[config.mk]
export PLATFORM = sky130hd
export DESIGN_NAME = traffic_phase_sequencer
export DESIGN_NICKNAME = d
export VERILOG_FILES = /design/src/rtl/traffic_phase_sequencer.sv
export SDC_FILE = /design/constraint.sdc
export NUM_CORES = 1
export LEC_CHECK = 0
export CAP_MARGIN = 20
export CORE_ASPECT_RATIO = 0.75
export CORE_UTILIZATION = 23
export CTS_CLUSTER_SIZE = 24
export DETAILED_ROUTE_END_ITERATION = 10
export GPL_TIMING_DRIVEN = 0
export MAX_ROUTING_LAYER = met4
export PLACE_DENSITY = 0.35
export SYNTH_ARGS = -nofsm -noshare
export SYNTH_HDL_FRONTEND = slang
export SYNTH_SLANG_ARGS = --single-unit
[constraint.sdc]
create_clock -name clk -period 7.55 [get_ports clk]
set_input_delay 1.1325 -clock clk [delete_from_list [all_inputs] [get_ports clk]]
set_output_delay 1.1325 -clock clk [all_outputs]
set_load 0.005 [all_outputs]
[src/rtl/traffic_phase_sequencer.sv]
`default_nettype none
// ============================================================================
// Module   : traffic_phase_sequencer
// Function : Timed phase sequencer for a two-street intersection (A / B).
//            Owns a clock prescaler and a per-phase second counter, holds
//            latched pedestrian requests, and applies emergency preemption.
//            Lamp outputs and the phase code are registered.
// Revision : 1.0 - initial release
// ============================================================================
module traffic_phase_sequencer #(
    parameter int CLK_PER_SEC = 50000000,
    parameter int T_GREEN_MIN = 10,
    parameter int T_GREEN_MAX = 30,
    parameter int T_YELLOW    = 3,
    parameter int T_ALLRED    = 1,
    parameter int T_PED       = 8,
    parameter int TW          = 6
) (
    input  logic       clk,
    input  logic       reset,
    input  logic       sa,
    input  logic       sb,
    input  logic       pa_req,
    input  logic       pb_req,
    input  logic       emg,
    input  logic       emg_dir,
    output logic [2:0] lamp_a,
    output logic [2:0] lamp_b,
    output logic       walk_a,
    output logic       walk_b,
    output logic       ped_wait_a,
    output logic       ped_wait_b,
    output logic [2:0] phase,
    output logic       sec_tick
);

    // Phase encoding (visible on the phase output)
    localparam logic [2:0] S_A_GREEN   = 3'd0;
    localparam logic [2:0] S_A_YELLOW  = 3'd1;
    localparam logic [2:0] S_ALLRED_AB = 3'd2;
    localparam logic [2:0] S_B_GREEN   = 3'd3;
    localparam logic [2:0] S_B_YELLOW  = 3'd4;
    localparam logic [2:0] S_ALLRED_BA = 3'd5;

    // Lamp codes {red, yellow, green}
    localparam logic [2:0] c_RED    = 3'b100;
    localparam logic [2:0] c_YELLOW = 3'b010;
    localparam logic [2:0] c_GREEN  = 3'b001;

    // Prescaler width; at least one bit even for a degenerate 1-cycle second
    localparam int c_PW = (CLK_PER_SEC > 1) ? $clog2(CLK_PER_SEC) : 1;
    localparam logic [c_PW-1:0] c_PRESC_LAST = c_PW'(CLK_PER_SEC - 1);

    // A phase of T seconds ends on the tick where secs reaches T-1; the
    // greens compare with >= because they may rest far past their limit.
    localparam logic [TW-1:0] c_MIN_LAST = TW'(T_GREEN_MIN - 1);
    localparam logic [TW-1:0] c_MAX_LAST = TW'(T_GREEN_MAX - 1);
    localparam logic [TW-1:0] c_YEL_LAST = TW'(T_YELLOW - 1);
    localparam logic [TW-1:0] c_AR_LAST  = TW'(T_ALLRED - 1);
    localparam logic [TW-1:0] c_PED      = TW'(T_PED);
    localparam logic [TW-1:0] c_SECS_SAT = {TW{1'b1}};

    logic [2:0]      r_state;
    logic [c_PW-1:0] r_presc;
    logic [TW-1:0]   r_secs;
    logic            r_ped_wait_a;
    logic            r_ped_wait_b;

    logic [2:0]      w_state_nxt;
    logic            w_tick;
    logic            w_change;
    logic            w_walk_a;
    logic            w_walk_b;
    logic            w_demand_a;
    logic            w_demand_b;

    // Lamp pair {lamp_a, lamp_b} shown in a given phase
    function automatic logic [5:0] f_lamps(input logic [2:0] s);
        logic [5:0] l;
        case (s)
            S_A_GREEN:  l = {c_GREEN,  c_RED};
            S_A_YELLOW: l = {c_YELLOW, c_RED};
            S_B_GREEN:  l = {c_RED,    c_GREEN};
            S_B_YELLOW: l = {c_RED,    c_YELLOW};
            default:    l = {c_RED,    c_RED};
        endcase
        return l;
    endfunction

    assign w_tick     = (r_presc == c_PRESC_LAST);
    assign w_demand_a = sa | r_ped_wait_b;
    assign w_demand_b = sb | r_ped_wait_a;
    assign w_change   = (w_state_nxt != r_state);

    // Walk lamps follow the live preempt input so they drop immediately
    always_comb begin
        w_walk_a = (r_state == S_B_GREEN) && (r_secs < c_PED) && !emg;
        w_walk_b = (r_state == S_A_GREEN) && (r_secs < c_PED) && !emg;
    end

    // Next-phase decision: timed clearance, demand-driven greens, preemption
    always_comb begin
        w_state_nxt = r_state;
        case (r_state)
            S_A_GREEN: begin
                if (emg) begin
                    if (emg_dir) w_state_nxt = S_A_YELLOW;
                end else if (w_tick && w_demand_b &&
                             ((!sa && (r_secs >= c_MIN_LAST)) || (r_secs >= c_MAX_LAST))) begin
                    w_state_nxt = S_A_YELLOW;
                end
            end
            S_A_YELLOW: begin
                if (w_tick && (r_secs >= c_YEL_LAST)) w_state_nxt = S_ALLRED_AB;
            end
            S_ALLRED_AB: begin
                if (w_tick && (r_secs >= c_AR_LAST))
                    w_state_nxt = (emg && !emg_dir) ? S_A_GREEN : S_B_GREEN;
            end
            S_B_GREEN: begin
                if (emg) begin
                    if (!emg_dir) w_state_nxt = S_B_YELLOW;
                end else if (w_tick && w_demand_a &&
                             ((!sb && (r_secs >= c_MIN_LAST)) || (r_secs >= c_MAX_LAST))) begin
                    w_state_nxt = S_B_YELLOW;
                end
            end
            S_B_YELLOW: begin
                if (w_tick && (r_secs >= c_YEL_LAST)) w_state_nxt = S_ALLRED_BA;
            end
            S_ALLRED_BA: begin
                if (w_tick && (r_secs >= c_AR_LAST))
                    w_state_nxt = (emg && emg_dir) ? S_B_GREEN : S_A_GREEN;
            end
            default: w_state_nxt = S_ALLRED_BA;
        endcase
    end

    // Phase register, timebase, pedestrian latches and registered lamps
    always_ff @(posedge clk or negedge reset) begin
        if (!reset) begin
            r_state      <= S_ALLRED_BA;
            r_presc      <= '0;
            r_secs       <= '0;
            r_ped_wait_a <= 1'b0;
            r_ped_wait_b <= 1'b0;
            lamp_a       <= c_RED;
            lamp_b       <= c_RED;
        end else begin
            r_state <= w_state_nxt;

            if (w_change) begin
                r_presc <= '0;
                r_secs  <= '0;
            end else if (w_tick) begin
                r_presc <= '0;
                if (r_secs != c_SECS_SAT) r_secs <= r_secs + TW'(1);
            end else begin
                r_presc <= r_presc + c_PW'(1);
            end

            // Entering the serving green wins over a simultaneous new press
            if (w_change && (w_state_nxt == S_B_GREEN))
                r_ped_wait_a <= 1'b0;
            else if (pa_req && !w_walk_a)
                r_ped_wait_a <= 1'b1;

            if (w_change && (w_state_nxt == S_A_GREEN))
                r_ped_wait_b <= 1'b0;
            else if (pb_req && !w_walk_b)
                r_ped_wait_b <= 1'b1;

            {lamp_a, lamp_b} <= f_lamps(w_state_nxt);
        end
    end

    assign phase      = r_state;
    assign sec_tick   = w_tick;
    assign walk_a     = w_walk_a;
    assign walk_b     = w_walk_b;
    assign ped_wait_a = r_ped_wait_a;
    assign ped_wait_b = r_ped_wait_b;

endmodule
`default_nettype wire

======== Yosys cells after proc, flatten, opt, wreduce, memory -nomap -nowiden ========
Index checks and enable logic that the tools add are counted.
W data, S select, Z words.
storage, ports and cells
  output and inout port bits .............. 14
  bits in registers ....................... 43
  input bits .............................. 8
  word-level logic and storage cells ...... 83
cells by class
  muxes and demuxes ....................... 23
  order comparisons ....................... 5
  reduce and logical (&&, ||, !) cells .... 33
  eq/ne operators ......................... 11
  add/sub/neg operators ................... 2
  bitwise gates (word level) .............. 2
operator list
  cell                     count
  $mux W26                 2
  $mux W3                  10
  $add A26 B1 Y26 const B  1
  $eq A26 B26 Y1 const B   1
  $pmux W6 S4              1
  $logic_and A1 B1 Y1      18
  $mux W6                  3
  $pmux W3 S6              1
  $eq A3 B2 Y1 const B     3
  $eq A3 B3 Y1 const B     3
  $reduce_bool A2 Y1       4
  $add A6 B1 Y6 const B    1
  $eq A3 B1 Y1 const B     2
  $ge A6 B1 Y1 const B     1
  $ge A6 B2 Y1 const B     1
  $ge A6 B4 Y1 const B     1
  $ge A6 B5 Y1 const B     1
  $logic_not A1 Y1         6
  $logic_not A3 Y1         2
  $lt A6 B4 Y1 const B     1
  $ne A6 B6 Y1 const B     1
  $mux W1                  4
  $mux W2                  2
  $ne A3 B3 Y1             1
  3 further kinds          5

======== Longest topological paths before layout ========
  word-level depth ........................ 10
  depth in mapped cells ................... 10
  mapped depth without buffers ............ 9

======== Least setup slack after synthesis ========
OpenSTA, ideal clock, no wires.
  path type ............................... register -> output
  start point ............................. register r_presc[8]
  end point ............................... output sec_tick
  data arrival time ....................... 1.940 ns
  path slack .............................. 4.477 ns
  path buffers ............................ 2
  stages on the path, launching flop included .. 7
  required time ........................... 6.418 ns
  cells stage by stage .................... dfrtp_1 nor4_4 nand4_1 or3_1 buf_2 clkinv_2 buf_1
between the ends
  cells in the longest elaborated chain, start to end .. 1
RTL lines
  item                      RTL line  text
  start: declaration        64        logic [c_PW-1:0] r_presc;
  start signal: assignment  159       r_presc <= r_presc + c_PW'(1);
  $eq A26 B26 Y1            90        assign w_tick = (r_presc == c_PRESC_LAST);
  end: declaration          34        output logic sec_tick
Every way passes these cells.

======== Worst setup path after layout ========
  start point ............................. register r_presc[0]
  end point ............................... output sec_tick
Same word-level chain as after synthesis.

==> flow_summary.ini <==
[critical_path]
delay_heaviest_family_cp = buffers and inverters
crit_start = r_presc[0]
critical_path.startpoint_type = flip-flop
crit_path_max_fanout = 10
slowest_cell_on_the_critical_path = clkdlybuf4s50_1
worstSetupPathType = reg -> out
worstPathArrival_ns = 3.39
cp_slowest_stage_delay_ns = 0.64
cp_buf_inv_count = 4
critical_path.endpoint_type = output port
worstPathCellList = ha_1 -> nand4_1 -> or3_1 -> buf_2 -> clkinv_2 -> buf_1 -> clkdlybuf4s50_1
worstPathRequired_ns = 6.42
timing.rr.start = r_presc[0]

[pwr]
ir_worst_vdd_mv = 0.06558
p_per_area_nw_per_um2 = 162.5
cellLeakagePower_uw = 0.001235

[detailed_routing]
dr.pass1.iters = 4
post_drt_via_cell_ratio = 4.558
totalWireLength_um = 6481
drtAntennaViolNets = 0
post-route-drc-count = 0
drt_first_iter_violations = 69
via_count = 1910
wl_per_cell_um = 15.47

[clock_network]
clock_latency_reported_for_the_late_side_of_the_worst_skew_pair_ns = 0.29
quantity_of_gates_resized_following_cts = 0
cts-buffers-inserted = 5
cts.sink_count = 43
cts_root_buffer = clkbuf_16
clk_pin_slew_worst_paths_ns = 0.06
cts.path.max_buffers = 2
cts_tree = done
post-cts-setup-buffer-count = 0
cts_hold_repair.buffers = 0
h_tree_depth_reported_by_cts = 2

[die]
floorplan.rows = 32
start_util_pct = 24.03
dieArea_um2 = 11300
chipWidth_um = 122.4
placeableCoreArea_um2 = 10410
floorplan.die.height_um = 92.31
top_level_port_count = 22

[grt]
grt_start_max_net_pins = 29
first_global_vias = 2016
grt_pass1_wl_um = 11050
grt.total_usage_pct = 13.44
remaining_global_route_overflow = 0
grt_antenna_before_repair = 0

[job]
cap_viol_max_count = 0

[finish]
post_route_cells_drive_above_1_share_pct = 15.90
flow.area_growth_from_synthesis_pct = 22.76
antenna-diode-count = 0
multi_input_comb_area_um2 = 1325
area.sequential_um2 = 1081
design.final.nets = 294
filler_cell_count = 1107

[logic_synthesis]
ys_dominant_reg_cell = dfrtp_1
synth-edff-count = 0
synth_cell_types = 51
synth_cells = 253
syn_nets = 265
async_reset_ff_share_pct = 100.0
synth.yosys.seq_area_share_pct = 43.22
yosys_warnings = 0
syn_area_per_cell_um2 = 9.886
synth_area_um2 = 2501
ys_seq_elements = 43

[sta]
post-route-worst-setup-slack_ns = 3.032
maxSlewHeadroom_pct = 47.10
worst_clock_skew_ns = 0.008973
final.period_utilization_pct = 59.84
worst_pin_slew_ns = 0.7935
final_hold_vios = 0
rsz_0062_raised_after_global_routing = false
final_period_minus_worst_setup_slack_ns = 4.518
max_freq_mhz = 221.3
finalSetupViolCount = 0
setup_tns_ns = 0
drv_slew = 0

[min_path]
hold_path.class = reg -> reg
timing.hold.worst.start = ped_wait_a

[placement]
place.detailed.hpwl_um = 4772
placement.io_buffers = 21
pre_cts_ws_ns = 3.328
place.gp.congestion = 0.7304

[status]
run_status = finished, final reports clean
## worst reg2reg max path, delay by kind of cell (launching register included)
family / cells / cell delay, ns
flops: 1 / 0.44
buf+inv: 2 / 0.66
fa+ha+maj: 1 / 0.30
compound gates: 3 / 0.59
simple gates: 3 / 0.84
## registers in the layout, summed over array words and instances (netlist names)
register,cells
phase,3
lamp_b,3
r_presc,26
ped_wait_b,1
r_secs,6
ped_wait_a,1
lamp_a,3
## power by group
part	internal, uW	switching, uW	leakage, uW	total [uW]
clock	165	90.9	0.0000868	255
combinational	5.58	7.53	0.000581	13.1
sequential	230	0.0000000000000314	0.000567	230
## stage by stage
stage          instances  hold slack, ns  area, um^2  util (%)  total power [uW]
2_1_floorplan        253          0.4889        2501         -             237.5
3_3_place_gp         410          0.5224        2882     27.68             247.7
3_5_place_dp         411          0.5162        2897     27.82             248.4
4_1_cts              419          0.5414        3070     29.50             510.6
5_1_grt              419          0.5699        3070     29.50             521.7
6_report             419          0.5339        3070     29.50             499.1
## cells in the mapped netlist (4+ instances only)
cell type,count,area share [%]
inv_1,6,0.90
ha_1,4,2.0
xnor2_1,10,3.5
nand4_1,10,2.5
nor2b_1,6,1.5
clkbuf_1,5,0.75
nor4_2,12,6.0
dfrtp_1,39,39
nor3_1,27,5.4
and3_1,6,1.5
nand3_1,13,2.6
xor2_1,18,6.3
nor2_1,12,1.8
nand2_1,23,3.5
a21oi_1,5,1.0
dfstp_2,4,4.2
## logic make-up (layout without fill, tap and decap cells)
group           count (synthesis)  in the layout  share of synthesized area, %
fa+ha+maj                       4              4                         2.001
flops                          43             43                         43.22
mux                             1              1                        0.4002
xor+xnor                       28             28                         9.805
compound gates                 27             27                         8.604
buf+inv                        19             49                         3.801
simple gates                  131            131                         32.17
## routing by layer
layer  vias to the layer above  part of all wire (%)  GRT usage (%)  wire (um)
li1                        976                     -              -          -
met2                        22                    40          17.56       2565
met5                         -                     0              -          0
met3                         5                   3.0          3.017        192
met4                         0                  0.96          3.963         62
met1                       907                    56          20.14       3660
## layout by cell type, fill, tap and decap left out, types with 4 or more instances in the layout
master,netlist,final
and3_1,6,6
xnor2_1,10,10
nor2_1,12,12
xor2_1,18,18
nand2_1,23,23
nor2b_1,6,6
buf_2,3,4
clkbuf_16,0,5
nand4_1,10,10
a21oi_1,5,5
clkbuf_1,5,5
inv_1,6,6
ha_1,4,4
clkdlybuf4s50_1,0,20
nand3_1,13,13
dfstp_2,4,4
dfrtp_1,39,39
nor4_2,12,12
nor3_1,27,27
## final cells by class
class	count	area share, %
inverter	7	0.8965
clock inverter	2	1.141
buffer	12	2.200
multi-input combinational	191	43.15
timing repair buffer	22	7.335
clock buffer	6	4.523
sequential	43	35.21
tap	136	5.542
## final timing paths
| path | end | slack (ns) | depth (start not counted) |
|---|---|---|---|
| worst min-delay path | ped_wait_a | 0.53 | 1 |
| min in group asynchronous | ped_wait_b | 0.76 | 1 |
| max in group asynchronous | r_presc[24] | 6.30 | 2 |
| worst max register to register | r_presc[19] | 4.57 | 9 |
| worst max-delay path | sec_tick | 3.03 | 7 |
| worst min register to register | ped_wait_a | 0.53 | 1 |
Note: power is estimated with default switching activity, not from simulation.
